`src/rtl/pipe_ctrl.sv`:
```
// Hazard controller for the five-stage core: per-cycle stall/flush/bubble/redirect
// generation plus the IDLE/BUSY/DONE sequencer for multi-cycle EX units.
module pipe_ctrl #(
    parameter int MULTI_TIMEOUT = 64,
    parameter int CNT_W         = 32
) (
    input  logic             clk,
    input  logic             rst,
    input  logic             id2ex_mem_read_i,
    input  logic             id2ex_rd_en_i,
    input  logic [4:0]       id2ex_rd_index_i,
    input  logic             if2id_rs1_en_i,
    input  logic             if2id_rs2_en_i,
    input  logic [4:0]       if2id_rs1_index_i,
    input  logic [4:0]       if2id_rs2_index_i,
    input  logic             ex_redirect_i,
    input  logic             ex_multi_i,
    input  logic             ex_multi_done_i,
    input  logic             mem_req_i,
    input  logic             mem_ready_i,
    output logic             pc_stall_o,
    output logic             if2id_stall_o,
    output logic             id2ex_stall_o,
    output logic             ex2mem_stall_o,
    output logic             if2id_flush_o,
    output logic             id2ex_flush_o,
    output logic             mem2wb_bubble_o,
    output logic             pc_redirect_o,
    output logic             multi_start_o,
    output logic             multi_err_o,
    output logic [CNT_W-1:0] stall_cnt_o
);

    localparam int TMO_W = $clog2(MULTI_TIMEOUT + 1);
    localparam logic [TMO_W-1:0] TMO_MAX  = TMO_W'(MULTI_TIMEOUT);
    localparam logic [TMO_W-1:0] TMO_LAST = TMO_W'(MULTI_TIMEOUT - 1);

    typedef enum logic [1:0] {
        IDLE = 2'd0,
        BUSY = 2'd1,
        DONE = 2'd2
    } state_t;

    state_t           state;
    state_t           state_nxt;
    logic [TMO_W-1:0] tmo_cnt;
    logic [TMO_W-1:0] tmo_nxt;
    logic             err_nxt;
    logic             start;
    logic             mem_stall;
    logic             multi_stall;
    logic             lu_hazard;
    logic             rs1_hit;
    logic             rs2_hit;

    always_comb begin
        mem_stall   = mem_req_i & ~mem_ready_i;
        multi_stall = ((state == IDLE) & ex_multi_i) | (state == BUSY);
        rs1_hit     = if2id_rs1_en_i & (if2id_rs1_index_i == id2ex_rd_index_i);
        rs2_hit     = if2id_rs2_en_i & (if2id_rs2_index_i == id2ex_rd_index_i);
        lu_hazard   = id2ex_mem_read_i & id2ex_rd_en_i & (id2ex_rd_index_i != 5'd0)
                    & (rs1_hit | rs2_hit);
    end

    // Sequencer: the start pulse is held off while memory is waiting, and the
    // timeout counter saturates so the error flag stays meaningful forever.
    always_comb begin
        state_nxt = state;
        tmo_nxt   = tmo_cnt;
        err_nxt   = multi_err_o;
        start     = 1'b0;
        case (state)
            IDLE: begin
                if (ex_multi_i && !mem_stall) begin
                    state_nxt = BUSY;
                    start     = 1'b1;
                    tmo_nxt   = '0;
                end
            end
            BUSY: begin
                if (ex_multi_done_i) begin
                    state_nxt = DONE;
                end else if (tmo_cnt == TMO_MAX) begin
                    err_nxt = 1'b1;
                end else begin
                    tmo_nxt = tmo_cnt + 1'b1;
                    if (tmo_cnt == TMO_LAST) begin
                        err_nxt = 1'b1;
                    end
                end
            end
            DONE: begin
                if (!mem_stall) begin
                    state_nxt = IDLE;
                end
            end
            default: begin
                state_nxt = IDLE;
            end
        endcase
    end

    // Output priority: memory wait > multi-cycle op > redirect > load-use.
    // Everything is forced low while reset is held.
    always_comb begin
        pc_stall_o      = 1'b0;
        if2id_stall_o   = 1'b0;
        id2ex_stall_o   = 1'b0;
        ex2mem_stall_o  = 1'b0;
        if2id_flush_o   = 1'b0;
        id2ex_flush_o   = 1'b0;
        mem2wb_bubble_o = 1'b0;
        pc_redirect_o   = 1'b0;
        multi_start_o   = 1'b0;
        if (rst) begin
            multi_start_o = start;
            if (mem_stall) begin
                pc_stall_o      = 1'b1;
                if2id_stall_o   = 1'b1;
                id2ex_stall_o   = 1'b1;
                ex2mem_stall_o  = 1'b1;
                mem2wb_bubble_o = 1'b1;
            end else if (multi_stall) begin
                pc_stall_o    = 1'b1;
                if2id_stall_o = 1'b1;
                id2ex_stall_o = 1'b1;
            end else if (ex_redirect_i) begin
                pc_redirect_o = 1'b1;
                if2id_flush_o = 1'b1;
                id2ex_flush_o = 1'b1;
            end else if (lu_hazard) begin
                pc_stall_o    = 1'b1;
                if2id_stall_o = 1'b1;
                id2ex_flush_o = 1'b1;
            end
        end
    end

    always_ff @(posedge clk or negedge rst) begin
        if (!rst) begin
            state       <= IDLE;
            tmo_cnt     <= '0;
            multi_err_o <= 1'b0;
            stall_cnt_o <= '0;
        end else begin
            state       <= state_nxt;
            tmo_cnt     <= tmo_nxt;
            multi_err_o <= err_nxt;
            if (pc_stall_o) begin
                stall_cnt_o <= stall_cnt_o + 1'b1;
            end
        end
    end

endmodule

```
`config.mk`:
```
export PLATFORM = sky130hd
export DESIGN_NAME = pipe_ctrl
export DESIGN_NICKNAME = d
export VERILOG_FILES = /design/src/rtl/pipe_ctrl.sv
export SDC_FILE = /design/constraint.sdc
export NUM_CORES = 1
export LEC_CHECK = 0
export ABC_AREA = 1
export CELL_PAD_IN_SITES_DETAIL_PLACEMENT = 0
export CELL_PAD_IN_SITES_GLOBAL_PLACEMENT = 1
export CORE_MARGIN = 2
export CORE_UTILIZATION = 49
export CTS_BUF_LIST = sky130_fd_sc_hd__clkbuf_4
export DETAILED_ROUTE_END_ITERATION = 7
export DONT_BUFFER_PORTS = 1
export HOLD_SLACK_MARGIN = 0.02
export PLACE_DENSITY = 0.91
export SYNTH_ARGS = -nofsm -noshare
export SYNTH_HDL_FRONTEND = slang
export SYNTH_SLANG_ARGS = --single-unit
```
`constraint.sdc`:
```
create_clock -name clk -period 3.1 [get_ports clk]
set_input_delay 0.93 -clock clk [delete_from_list [all_inputs] [get_ports clk]]
set_output_delay 0.93 -clock clk [all_outputs]
set_load 0.01 [all_outputs]
```
==> results.yml <==
clock_network:
  h-tree-depth: 2
  cts_resized: 0
  clkSlewWorstSetupHoldPaths_ps: 150
  numCtsBuffers: 5
  clkSinkCount: 42
  cts_setup_buffers: 0
  clk_path_buf_depth: 2
  clk_latency_ps: 370
  cts_hold_buffers: 0
  cts_root_buf: "clkbuf_4"
  cts_tree: "done"
critical_path:
  reg2reg_to: "stall_cnt_o[30]$_DFFE_PN0P_"
  crit_type: "in2out"
  path_max_fanout: 5
  critPathLaunch: "mem_ready_i"
  end_kind: "output pin"
  cp_data_arrival_time_ps: 1680
  r2r_slack_ps: 1170
  cp.required_ps: 2170
  critPathLaunchType: "input pin"
  rr_worst_depth: 10
  reg2reg_from: "stall_cnt_o[0]$_DFFE_PN0P_"
grt:
  antenna_found_initial: 0
  grt_pass1_wl_um: 12800
  grt.overflow.total: 0
  grt_max_degree: 45
  grt_pass1_vias: 2677
  grt_use_total: 0.244
sta:
  finalCriticalPeriod_ps: 2610
  final-setup-viol-count: 0
  maxSlewHeadroom: 0.743
  holdWs_ps: 226
  clock_skew_ps: 9.22
  fin_crit_sh: 0.841
  slew_viol_final: 0
  worst_slack_ps: 494
  rsz0062_at_grt: "no"
  max_freq_mhz: 384
  setup_tns_ps: 0
  tightest_slew_ps: 385
  finalHoldViolCount: 0
detailed_routing:
  routed_via_density: 5.31
  drc: 0
  dr.pass1.iters: 5
  ant_nets: 0
  detail_route.wl_per_cell_um: 13.8
  vias: 2883
  drtIter0Drc: 147
  wirelength_um: 7520
placed_design:
  place.gp.congestion: 0.869
  port_buffers: 0
  dpl_cell_area_um2: 3060
  dp_hpwl_um: 5560
  pre_cts_slack_ps: 486
  placed_cells: 535
finish:
  fin_area_um2: 3140
  antenna_cells: 0
  syn_to_final_growth_pct: 4.06
  stdcell_count: 543
  final_nets: 496
  layout-drive-gt1-share: 0.0577
yosys:
  async_flop_share: 1.00
  yosysTopAreaCellShare: 0.348
  syn-mean-instance-area_um2: 6.42
  synthCells: 470
  synth_top_cells_by_count: "188 x nand2_1, 50 x nand3_1, 50 x nor2_1"
  synth_edf_count: 0
  post-synth-top-count-cell: "nand2_1"
  synthDistinctLibCells: 28
  synth_area_um2: 3020
  yosysTopAreaCell: "dfrtp_1"
  synth_area_leaders: "dfrtp_1 35%, nand2_1 23%, nand3_1 8.3%"
  yosysSeqAreaShare: 0.348
  yosysWarnings: 0
  syn_nets: 499
  synth_flop_cell: "dfrtp_1"
  synth-seq-cells: 42
outcome:
  status: "completed"
min_path:
  hp-class: "in2async"
floorplanning:
  dieArea_um2: 6800
  row_count: 28
  die_height_um: 82.5
  io_pins: 68
  start_util: 0.510
  die_w_um: 82.5
  core_area_um2: 5920
flow_run:
  maxCapViolations: 0
power_and_ir_drop:
  powerDensity_nw_per_um2: 417
  p_leak_nw: 1.58
  irDropWorstVdd_mv: 0.394
[cell type report]
type / count / area (um2)
clock buffer: 5 / 37.5
clock inverter: 3 / 45.0
fill: 619 / 2780
inverter: 53 / 199
multi-input combinational: 362 / 1690
sequential: 42 / 1050
tap: 75 / 93.8
timing repair buffer: 3 / 22.5
[registers in the layout (all words and copies together) (netlist names)]
signal       flops
state            2
multi_err_o      1
tmo_cnt          7
stall_cnt_o     32
[worst max-delay path: stages]
cell and delay, ps:
inv_1 30, nand2_1 100, a21oi_1 370, inv_2 100
nand2_4 140
[where the power goes]
group	total (mW)	switching, mW	internal [mW]	leakage, nW
combinational	0.258	0.178	0.0805	0.969
sequential	0.671	0.0791	0.592	0.577
clock	0.379	0.210	0.169	0.0374
[layout by cell type, fill, tap and decap left out]
| cell | n |
|---|---|
| nor2_4 | 1 |
| nand3b_1 | 7 |
| o21ai_1 | 1 |
| o21ai_0 | 8 |
| a21o_1 | 1 |
| clkinvlp_4 | 2 |
| nor2_1 | 50 |
| xnor2_1 | 2 |
| nand3_1 | 50 |
| bufinv_16 | 1 |
| ha_1 | 3 |
| o31ai_1 | 3 |
| a21oi_1 | 2 |
| nor3_1 | 12 |
| xor2_1 | 16 |
| nand2_4 | 1 |
| o21ai_2 | 1 |
| nor2_2 | 2 |
| dfrtp_1 | 42 |
| nand2_1 | 188 |
| buf_4 | 3 |
| nand4_1 | 9 |
| nor3_2 | 1 |
| inv_2 | 6 |
| nand3_4 | 1 |
| clkbuf_4 | 5 |
| nand2_2 | 1 |
| inv_1 | 47 |
| nand3_2 | 2 |
[layer usage]
layer  routed length, um  GRT usage
met5                   0          0
met4                  93     0.0500
met3                 414     0.0522
met2                3520      0.388
met1                3490      0.341
[kinds of logic after synthesis]
family / share of synthesized area
AO/OA/AOI/OAI: 0.0311
XOR/XNOR: 0.0523
adder cells (fa/ha/maj): 0.0124
buffers and inverters: 0.0912
flip-flops: 0.348
AND/OR/NAND/NOR: 0.465
[worst max path at each step]
stage | end | slack, ps | depth (start not counted)
3_5_place_dp | if2id_stall_o | 490 | 5
5_1_grt | pc_stall_o | 390 | 5
2_1_floorplan | pc_stall_o | 290 | 7
4_1_cts | if2id_stall_o | 480 | 5
6_report | pc_stall_o | 490 | 5
3_3_place_gp | if2id_stall_o | 510 | 5
[metrics by stage]
step / utilization / total power [mW]
after floorplan: - / 0.885
after global placement: 0.516 / 0.932
after detailed placement: 0.516 / 0.942
after CTS: 0.530 / 1.32
after global routing: 0.530 / 1.40
final: 0.530 / 1.31
(Power assumes the default switching activity.)
